==> src/rtl/cla_seq_adder.sv <==
`default_nettype none
// ============================================================================
//  Module   : cla_seq_adder (with helper carry_look_ahead_eight)
//  Purpose  : Multi-cycle N-byte add/subtract unit that streams both
//             operands LSB-first through one shared 8-bit lookahead adder,
//             chaining the carry in a register between bytes.
//  Revision : 1.0 - initial release
// ============================================================================

module carry_look_ahead_eight (
    input  logic [7:0] a,
    input  logic [7:0] b,
    input  logic       cin,
    output logic [7:0] sum,
    output logic       cout
);
    logic [7:0] w_p;
    logic [7:0] w_g;
    logic [8:0] w_c;
    logic       w_term;
    logic       w_prop;

    assign w_p = a ^ b;
    assign w_g = a & b;

    // Every carry is expanded directly from generate/propagate terms and cin,
    // so no carry depends on the carry of the previous bit.
    always_comb begin
        w_c    = '0;
        w_term = 1'b0;
        w_prop = 1'b0;
        w_c[0] = cin;
        for (int i = 0; i < 8; i++) begin
            w_term = w_g[i];
            w_prop = w_p[i];
            for (int j = i - 1; j >= 0; j--) begin
                w_term = w_term | (w_prop & w_g[j]);
                w_prop = w_prop & w_p[j];
            end
            w_c[i+1] = w_term | (w_prop & cin);
        end
    end

    assign sum  = w_p ^ w_c[7:0];
    assign cout = w_c[8];
endmodule

module cla_seq_adder #(
    parameter int NBYTES = 4
) (
    input  logic                  clk,
    input  logic                  rst,
    input  logic                  start,
    input  logic                  sub,
    input  logic [8*NBYTES-1:0]   a,
    input  logic [8*NBYTES-1:0]   b,
    output logic                  busy,
    output logic                  done,
    output logic [8*NBYTES-1:0]   sum,
    output logic                  cout,
    output logic                  overflow
);
    localparam int W  = 8 * NBYTES;
    localparam int IW = (NBYTES > 1) ? $clog2(NBYTES) : 1;

    typedef enum logic [1:0] {
        S_IDLE = 2'd0,
        S_RUN  = 2'd1,
        S_DONE = 2'd2
    } state_t;

    state_t          r_state;
    state_t          w_next;
    logic [W-1:0]    r_a;
    logic [W-1:0]    r_b;
    logic            r_carry;
    logic [IW-1:0]   r_idx;
    logic            w_accept;
    logic            w_last;
    logic [7:0]      w_byte_sum;
    logic            w_byte_cout;
    logic            w_cin_msb;

    assign w_accept = start && ((r_state == S_IDLE) || (r_state == S_DONE));
    assign w_last   = (r_idx == IW'(NBYTES - 1));

    carry_look_ahead_eight u_cla (
        .a    (r_a[8*r_idx +: 8]),
        .b    (r_b[8*r_idx +: 8]),
        .cin  (r_carry),
        .sum  (w_byte_sum),
        .cout (w_byte_cout)
    );

    // On the last byte the slice MSB is the word MSB, so this is the carry
    // entering bit W-1.
    assign w_cin_msb = r_a[W-1] ^ r_b[W-1] ^ w_byte_sum[7];

    // State register.
    always_ff @(posedge clk or posedge rst) begin
        if (rst) begin
            r_state <= S_IDLE;
        end else begin
            r_state <= w_next;
        end
    end

    // Next-state decode and status outputs.
    always_comb begin
        w_next = r_state;
        busy   = 1'b0;
        done   = 1'b0;
        case (r_state)
            S_IDLE: begin
                if (start) w_next = S_RUN;
            end
            S_RUN: begin
                busy = 1'b1;
                if (w_last) w_next = S_DONE;
            end
            S_DONE: begin
                done   = 1'b1;
                w_next = start ? S_RUN : S_IDLE;
            end
            default: w_next = S_IDLE;
        endcase
    end

    // Operand capture, byte-serial accumulation and final flag capture.
    always_ff @(posedge clk or posedge rst) begin
        if (rst) begin
            r_a      <= '0;
            r_b      <= '0;
            r_carry  <= 1'b0;
            r_idx    <= '0;
            sum      <= '0;
            cout     <= 1'b0;
            overflow <= 1'b0;
        end else if (w_accept) begin
            // Subtract is A + ~B + 1 with the +1 entering as the carry-in.
            r_a     <= a;
            r_b     <= sub ? ~b : b;
            r_carry <= sub;
            r_idx   <= '0;
            sum     <= '0;
        end else if (r_state == S_RUN) begin
            sum[8*r_idx +: 8] <= w_byte_sum;
            r_carry           <= w_byte_cout;
            r_idx             <= w_last ? '0 : r_idx + 1'b1;
            if (w_last) begin
                cout     <= w_byte_cout;
                overflow <= w_cin_msb ^ w_byte_cout;
            end
        end
    end
endmodule

`default_nettype wire

==> config.mk <==
export PLATFORM = sky130hd
export DESIGN_NAME = cla_seq_adder
export DESIGN_NICKNAME = d
export VERILOG_FILES = /design/src/rtl/cla_seq_adder.sv
export SDC_FILE = /design/constraint.sdc
export NUM_CORES = 1
export LEC_CHECK = 0
export CAP_MARGIN = 15
export CORE_ASPECT_RATIO = 1.75
export CORE_MARGIN = 8
export CORE_UTILIZATION = 40
export CTS_BUF_LIST = sky130_fd_sc_hd__clkbuf_2 sky130_fd_sc_hd__clkbuf_4 sky130_fd_sc_hd__clkbuf_8
export CTS_CLUSTER_DIAMETER = 120
export CTS_CLUSTER_SIZE = 28
export DETAILED_ROUTE_END_ITERATION = 12
export PLACE_DENSITY = 0.61
export SETUP_SLACK_MARGIN = 0.3
export SLEW_MARGIN = 20
export SYNTH_ARGS = -nofsm -noshare
export SYNTH_HDL_FRONTEND = slang
export SYNTH_HIERARCHICAL = 1
export SYNTH_SLANG_ARGS = --single-unit
==> constraint.sdc <==
create_clock -name clk -period 10.1 [get_ports clk]
set_input_delay 1.515 -clock clk [delete_from_list [all_inputs] [get_ports clk]]
set_output_delay 1.515 -clock clk [all_outputs]
set_load 0.005 [all_outputs]
==> results of run 1 <==
## synthesized netlist by cell type (all sizes together), types with 2 or more instances
cell,number,area (um^2)
inv,10,37.54
nor4bb,2,20.02
xor2,2,17.52
nand3,11,55.05
and3,2,12.51
nand2,141,529.3
clkbuf,14,52.55
ha,15,187.7
mux4,16,360.4
dfrtp,103,2577
nand2b,2,15.02
xnor2,39,341.6
a21oi,14,77.58
mux2,2,22.52
a21o,2,15.01
nor2b,2,12.51
nor2,7,26.28
nor4b,2,47.55
buf,13,63.81
o21ai,35,175.2
nand3b,3,22.52
o31ai,2,15.01
a22o,22,192.7
## cell families after synthesis
| logic type | after synthesis | synth area share, % |
|---|---|---|
| and+or+nand+nor | 177 | 15.59 |
| DFF | 103 | 51.63 |
| AOI/OAI and AO/OA | 80 | 10.48 |
| xor gates and xnor gates | 41 | 7.193 |
| buffers and inverters | 37 | 3.083 |
| muxes | 19 | 7.870 |
| adders and majority gates | 16 | 4.160 |
## final cells by class
| cell class | count | area [um^2] | share of cell area (%) |
|---|---|---|---|
| clock buffers | 10 | 137.6 | 2.160 |
| clock inverters | 5 | 81.33 | 1.277 |
| inverters | 10 | 40.04 | 0.6284 |
| multi-input cells | 333 | 2276 | 35.72 |
| flip-flops and latches | 103 | 2577 | 40.46 |
| well taps | 168 | 210.2 | 3.299 |
| repair buffers | 106 | 1049 | 16.46 |
## critical path: stages, from the launching register on
cell	delay [ps]
dfrtp_1	810
buf_4	370
mux4_2	550
ha_1	320
a21oi_2	170
o2111ai_2	190
a221o_1	400
xor2_1	420
nor4bb_1	260
mux2i_1	100
nor2_1	90
## flip-flops by register name (all words and copies together), names as in the netlist
name      cells
overflow      1
sum          32
r_b          32
r_carry       1
r_a          32
cout          1
r_idx         2
r_state       2
## through the flow
stage | hold slack (ps) | power (mW) | std cells | util (%) | cell area, um^2
after global placement | 460.4 | 1.788 | 720 | 50.03 | 6152
after CTS | 487.8 | 2.109 | 735 | 51.81 | 6371
final | 480.5 | 2.091 | 735 | 51.81 | 6371
after floorplan | 440.3 | 1.445 | 473 | - | 4992
after detailed placement | 458.6 | 1.824 | 720 | 50.03 | 6152
after global routing | 513.4 | 2.244 | 735 | 51.81 | 6371
## routing by layer
layer  vias up  global-route usage, %  routed length, um
met5         -                      0                  0
met4         0                  5.467                171
met3        10                  3.268                417
met2        68                  29.37               6812
met1      1780                  16.90               4693
li1       1780                      -                  -
## path summary, 6_finish.rpt
kind                                       from                     end  slack (ps)
max                        r_idx[0]$_DFFE_PP0P_     sum[23]$_DFFE_PP0P_        6340
min reg2reg                 r_a[20]$_DFFE_PP0P_     r_a[20]$_DFFE_PP0P_         480
max reg2reg                r_idx[0]$_DFFE_PP0P_     sum[23]$_DFFE_PP0P_        6340
min in group asynchronous                   rst      r_a[9]$_DFFE_PP0P_        1560
max in group asynchronous                   rst  r_state[0]$_DFFE_PP0P_        7410
min                         r_a[20]$_DFFE_PP0P_     r_a[20]$_DFFE_PP0P_         480
## where the power goes
part           internal [mW]  switching, mW
clock                  0.145          0.138
sequential             0.575          0.130
combinational          0.480          0.622
==> impl_metrics.yaml, run 1 <==
clocking:
  cts.sinks: 103
  post_cts_buffers: 0
  htreeDepth: 3
  cts_tree: "built"
  cts-root-buf: "clkbuf_8"
  cts_buffers: 9
  cts_hold_buffers: 0
  clk_latency_ps: 370
  post_cts_resized: 0
  clockBufferDepth: 2
  clkTransAtPathRegs_ps: 90
worst_setup_path:
  critPathArrivalTime_ps: 4070
  startpoint_type: "register"
  worstSetupPathType: "reg2reg"
  critPathCaptureType: "register"
  worst_ep_required_time_ps: 10400
  worstPathMaxFanout: 15
  r2r_cells: 10
finish:
  num_antenna_cells: 0
  layout_common_cells: "141 x nand2_1, 103 x dfrtp_1, 102 x clkdlybuf4s50_1"
  fillers: 1157
  syn2layout_area_growth_pct: 27.62
  drive_above_1_share_pct: 8.289
  fin_nets: 647
  final_common_cell: "nand2_1"
placement:
  io_buffers: 103
  pre_cts_slack_ps: 6333
  gp_congestion: 0.7656
  dpl.hpwl_um: 9359
global_route:
  grt_overflow_total: 0
  grt_pass1_vias: 3917
  grt_pass1_wl_um: 20140
  grt_start_max_net_pins: 102
  grt_use_total_pct: 15.74
  antenna_found_initial: 0
detailed_routing:
  via_per_inst: 4.950
  route.detailed.drc: 0
  wl_um: 12100
  drt_iter0_drc: 161
  postRouteAntennaNets: 0
  num_vias: 3638
  firstDrtPassIters: 4
  wl_per_cell_um: 16.46
yosys:
  async_flop_share_pct: 100.0
  synth_edf_count: 0
  synth-seq-cells: 103
  synthCells: 473
  synth_cell_types: 40
  yosys_warnings: 6
  synth_area_um2: 4992
  ys.flop_type: "dfrtp_1"
  avgSynthCellArea_um2: 10.55
  synth_fp_nets: 557
  yosysSeqAreaShare_pct: 51.63
floorplan:
  start_util_pct: 40.60
  fp.dieH_um: 163.8
  rows: 54
  die_w_um: 100.5
  ios: 104
  die_area_um2: 16450
  core_area_um2: 12300
timing:
  skew_ps: 8.043
  max_freq_mhz: 265.6
  worst_slew_pin_slew_ps: 991.5
  setup_viol: 0
  grt_setup_unrepaired: "no"
  relSlewSlack_pct: 33.90
  period_share_pct: 37.28
  finalSetupTns_ps: 0
  period_needed_ps: 3765
  final-hold-violation-count: 0
  finalWorstSetupSlack_ps: 6335
  drv_slew: 0
status:
  run_status: "complete, no violations"
power_and_ir_drop:
  p_per_area_nw_per_um2: 328.1
  p_leak_nw: 2.860
  peakVddDrop_mv: 0.1864
worst_hold_path:
  hold_path_class: "reg2reg"
  hold-path-cell-count: 2
flow_run:
  cap_violations: 0
Note: power is estimated with default switching activity, not from simulation.
==> run 2: changes to the inputs <==
==> constraint.sdc (replaced) <==
create_clock -name clk -period 3.7 [get_ports clk]
set_input_delay 0.555 -clock clk [delete_from_list [all_inputs] [get_ports clk]]
set_output_delay 0.555 -clock clk [all_outputs]
set_load 0.005 [all_outputs]
==> run 2 against run 1 <==
Die area stayed put. Via count is 1.5% higher. Sequential cell count stayed put. Global-route usage about the same. Power rose to 2.7 times the previous value. Sequential power increased to 2.7 times the previous value. Maximum frequency increased by 22%. Routed wire length is 0.56% lower. First-iteration DRC count rose by 3.7%. Register-to-register slack got worse by 5700 ps. Clock skew rose by 9.6 ps. Largest cell class unchanged. Setup slack lost 5700 ps.
==> impl_metrics.yaml, run 2 (synthesis results as in run 1) <==
detailed_routing:
  firstDrtPassIters: 4
  num_vias: 3692
  drt_iter0_drc: 167
  wl_um: 12030
  wl_per_cell_um: 16.27
  via_per_inst: 4.996
  postRouteAntennaNets: 0
  route.detailed.drc: 0
worst_setup_path:
  startpoint_type: "register"
  max_stage_delay_ps: 530
  worst_ep_required_time_ps: 3960
  worstPathMaxFanout: 21
  r2r_cells: 10
  crit_slowest_cell: "mux4_2"
  regToRegSetupSlack_ps: 610
  critPathArrivalTime_ps: 3360
  crit_path_frequent_cell: "xnor2_1"
  critPathCaptureType: "register"
  worstPathCellList: "buf_12 -> mux4_2 -> ha_1 -> a21oi_2 -> o2111ai_2 -> a221o_1 -> xor2_2 -> xnor2_1 -> xnor2_1 -> o21ai_1"
  worstSetupPathType: "reg2reg"
timing:
  relSlewSlack_pct: 40.03
  final-hold-violation-count: 0
  setup_viol: 0
  period_share_pct: 83.63
  whs_ps: 490.9
  finalSetupTns_ps: 0
  skew_ps: 17.59
  period_needed_ps: 3094
  grt_setup_unrepaired: "no"
  worst_slew_pin_slew_ps: 899.5
  drv_slew: 0
  max_freq_mhz: 323.2
finish:
  syn2layout_area_growth_pct: 28.17
  fin_area_um2: 6399
  num_antenna_cells: 0
  multiInputGateArea_um2: 2283
  top_regs: "r_a (32), r_b (32), sum (32)"
  seq_area_um2: 2579
  fillers: 1172
  finalNonFillerCells: 739
  layout_common_cells: "141 x nand2_1, 102 x dfrtp_1, 102 x clkdlybuf4s50_1"
  finish.utilization_pct: 52.04
  drive_above_1_share_pct: 9.282
  fin_nets: 650
  final_common_cell: "nand2_1"
floorplan:
  rows: 54
  die_area_um2: 16450
  fp.dieH_um: 163.8
  die_w_um: 100.5
  ios: 104
  core_area_um2: 12300
  start_util_pct: 40.60
clocking:
  htreeDepth: 3
  cts-root-buf: "clkbuf_8"
  clockBufferDepth: 2
  cts_buffers: 9
  clk_latency_ps: 380
  clkTransAtPathRegs_ps: 100
  cts.sinks: 103
  cts_tree: "built"
power_and_ir_drop:
  p_leak_nw: 2.874
  p_per_area_nw_per_um2: 894.2
  peakVddDrop_mv: 0.4541
global_route:
  grt_start_max_net_pins: 74
  grt_overflow_total: 0
  grt_pass1_wl_um: 20130
  grt_use_total_pct: 15.74
  grt_pass1_vias: 3986
  antenna_found_initial: 0
flow_run:
  cap_violations: 0
placement:
  gp_congestion: 0.8199
  dp.cells: 723
  place_area_um2: 6187
  io_buffers: 103
  dpl.hpwl_um: 9235
worst_hold_path:
  hold_path_class: "reg2reg"
  hold-path-cell-count: 2
status:
  run_status: "complete, no violations"
[run 2: power breakdown]
part           total, mW  internal [mW]  leakage [nW]  switching, mW
Sequential          1.88           1.57          1.32          0.309
Clock              0.719          0.321         0.105          0.397
Combinational       3.12           1.34          1.45           1.78
Total               5.72           3.24          2.87           2.48
[run 2: routing by layer]
metal  vias to the layer above  global-route usage [%]  share of wire [%]
li1                       1781                       -                  -
met5                         -                       0                  0
met3                        17                   2.504                3.9
met4                         0                   7.820                2.3
met1                      1811                   17.59                 40
met2                        83                   28.09                 54
[run 2: final timing paths]
kind                                              to                 start
worst max-delay path            overflow$_DFFE_PP0P_  r_idx[0]$_DFFE_PP0P_
worst min-delay path             r_a[21]$_DFFE_PP0P_   r_a[21]$_DFFE_PP0P_
worst max register to register  overflow$_DFFE_PP0P_  r_idx[0]$_DFFE_PP0P_
worst min register to register   r_a[21]$_DFFE_PP0P_   r_a[21]$_DFFE_PP0P_
max in group asynchronous       r_idx[0]$_DFFE_PP0P_                   rst
min in group asynchronous        r_a[18]$_DFFE_PP0P_                   rst
[run 2: final cells by class]
type | instances | share of cell area (%)
multi-input cells | 333 | 35.69
well taps | 168 | 3.285
repair buffers | 109 | 16.93
clock inverters | 7 | 1.232
clock buffers | 9 | 1.936
flip-flops and latches | 103 | 40.30
inverters | 10 | 0.6257
[run 2: worst max-delay path: cells and delay by family (launching register included)]
family,cells,cell delay (ps)
xor+xnor,3,590
fa+ha+maj,1,320
flops,1,480
mux,1,530
buf+inv,1,220
compound gates,4,840
[run 2: what timing repair did]
| action | in CTS | in global routing |
|---|---|---|
| hold buffers | 0 | 0 |
| resized for setup | 0 | 2 |
| buffers inserted | 0 | 0 |
| endpoints found under the setup margin | 0 | 2 |
[run 2: through the flow]
step | setup WS [ps] | power, mW
4_1_cts | 387.9 | 5.746
5_1_grt | 334.0 | 6.177
3_5_place_dp | 410.2 | 5.003
6_report | 605.8 | 5.722
2_1_floorplan | 441.2 | 3.945
3_3_place_gp | 475.0 | 4.949
==> run 3: changes to the inputs <==
==> constraint.sdc (replaced) <==
create_clock -name clk -period 2.87 [get_ports clk]
set_input_delay 0.4305 -clock clk [delete_from_list [all_inputs] [get_ports clk]]
set_output_delay 0.4305 -clock clk [all_outputs]
set_load 0.005 [all_outputs]
==> run 3 against run 2 <==
Critical path depth up 1. Routed wire length increased by 5.0%. Power grew 50%. Clock power up 30%. Via count is 1.5% higher. Sequential share of layout area decreased by 2.0 points. Critical endpoint unchanged. First-iteration DRC count decreased by 23%. Clock skew shrank 4.3 ps. Non-clock buffer count is 13 higher.
==> impl_metrics.yaml, run 3 (synthesis results as in run 1) <==
detailed_routing:
  num_vias: 3748
  wl_um: 12630
  via_per_inst: 4.997
  postRouteAntennaNets: 0
  wl_per_cell_um: 16.84
  drt_iter0_drc: 129
  firstDrtPassIters: 7
  route.detailed.drc: 0
worst_hold_path:
  hold_path_class: "reg2reg"
  holdPathEnd: "r_a[0]$_DFFE_PP0P_"
  worst_hold_startpoint: "r_a[0]$_DFFE_PP0P_"
  hold-path-cell-count: 2
worst_setup_path:
  critPathArrivalTime_ps: 3090
  r2r_cells: 11
  critPathCaptureType: "register"
  worst_ep_required_time_ps: 3130
  startpoint_type: "register"
  timing.rr.end: "overflow$_DFFE_PP0P_"
  worstSetupPathType: "reg2reg"
  regToRegSetupSlack_ps: 40
  worstPathMaxFanout: 7
  r2r-start: "r_idx[0]$_DFFE_PP0P_"
power_and_ir_drop:
  peakVddDrop_mv: 0.5457
  clock_power_share_pct: 10.9
  p_int_mw: 5.093
  p_seq_share_pct: 28.2
  power_frac_comb_pct: 60.9
  p_leak_nw: 2.980
  p_per_area_nw_per_um2: 1277
  p_sw_mw: 3.502
  swShare_pct: 40.74
timing:
  period_needed_ps: 2833
  drv_slew: 0
  grt_setup_unrepaired: "yes"
  period_share_pct: 98.73
  worst_slew_pin_slew_ps: 903.5
  finalSetupTns_ps: 0
  setup_viol: 0
  skew_ps: 13.33
  max_freq_mhz: 352.9
  relSlewSlack_pct: 39.77
  final-hold-violation-count: 0
floorplan:
  fp.dieH_um: 163.8
  ios: 104
  start_util_pct: 40.60
  rows: 54
  die_area_um2: 16450
  core_area_um2: 12300
  die_w_um: 100.5
global_route:
  antenna_found_initial: 0
  grt_start_max_net_pins: 104
  grt_pass1_vias: 3904
  grt_pass1_wl_um: 19950
  grt_overflow_total: 0
  grt_use_total_pct: 15.72
clocking:
  clk_latency_ps: 370
  clkTransAtPathRegs_ps: 90
  clockBufferDepth: 2
  cts-root-buf: "clkbuf_8"
  cts_hold_buffers: 0
  cts_buffers: 9
  cts.sinks: 103
  cts_tree: "built"
  htreeDepth: 3
finish:
  fillers: 1131
  fin_nets: 663
  finalNonFillerCells: 750
  drive_above_1_share_pct: 14.43
  top_regs: "r_a (32), r_b (32), sum (32)"
  layout_common_cells: "140 x nand2_1, 102 x dfrtp_1, 102 x clkdlybuf4s50_1"
  finish.utilization_pct: 54.72
  num_antenna_cells: 0
  final_common_cell: "nand2_1"
  syn2layout_area_growth_pct: 34.79
placement:
  dpl.hpwl_um: 9581
  io_buffers: 103
  dp.cells: 728
  gp_congestion: 0.8590
status:
  run_status: "complete, no violations"
flow_run:
  cap_violations: 0
## run 3: metal layers
layer	up-vias	part of all wire, %	GRT usage [%]
li1	1812	-	-
met1	1842	38	16.36
met4	0	2.7	7.059
met3	17	4.0	3.480
met2	77	55	29.07
met5	-	0	0
## run 3: worst max path at each step
| stage | from | to | slack (ps) | cells after the start |
|---|---|---|---|---|
| floorplan | r_idx[0]$_DFFE_PP0P_ | sum[31]$_DFFE_PP0P_ | 70 | 10 |
| global placement | r_idx[0]$_DFFE_PP0P_ | overflow$_DFFE_PP0P_ | 110 | 10 |
| detailed placement | r_idx[0]$_DFFE_PP0P_ | overflow$_DFFE_PP0P_ | 20 | 10 |
| CTS | r_idx[0]$_DFFE_PP0P_ | overflow$_DFFE_PP0P_ | 40 | 10 |
| global route | r_idx[0]$_DFFE_PP0P_ | overflow$_DFFE_PP0P_ | -100 | 10 |
| finish | r_idx[0]$_DFFE_PP0P_ | overflow$_DFFE_PP0P_ | 40 | 11 |
## run 3: cell type report
class	instances	area, um^2	area share [%]
clock inverters	5	75.07	1.116
inverters	10	41.29	0.6136
clock buffers	9	123.9	1.841
well taps	168	210.2	3.124
multi-input cells	333	2472	36.74
repair buffers	122	1227	18.24
flip-flops and latches	103	2579	38.32
## run 3: timing repair
action | CTS | global route
resized for setup | 2 | 18
endpoints found under the setup margin | 15 | 17
pin swaps | 2 | 6
cloned | 0 | 1
buffers inserted | 3 | 4
## run 3: power groups by stage
stage | clock (mW) | combinational, mW | sequential [mW]
CTS | 0.962 | 4.66 | 2.43
global placement | 0 | 4.33 | 2.47
finish | 0.938 | 5.23 | 2.42
floorplan | 0 | 3.08 | 2.30
detailed placement | 0 | 4.46 | 2.45
global route | 1.02 | 5.69 | 2.49
## run 3: per-stage QoR
step	total power [mW]	hold WS, ps	area, um^2	setup WS [ps]
CTS	8.050	488.7	6561	44.17
global route	9.199	514.1	6729	-96.08
finish	8.594	483.7	6729	36.55
detailed placement	6.910	467.4	6325	20.30
global placement	6.791	470.0	6325	107.7
floorplan	5.380	440.3	5102	71.04
## run 3: worst max-delay path, stage by stage, from the launching register on
cell	delay, ps
dfrtp_2	450
clkbuf_16	180
buf_6	120
mux4_2	350
ha_4	270
a21oi_4	180
o2111ai_4	120
a221o_1	370
xor2_2	280
xnor2_1	180
xnor2_1	160
o21ai_1	80
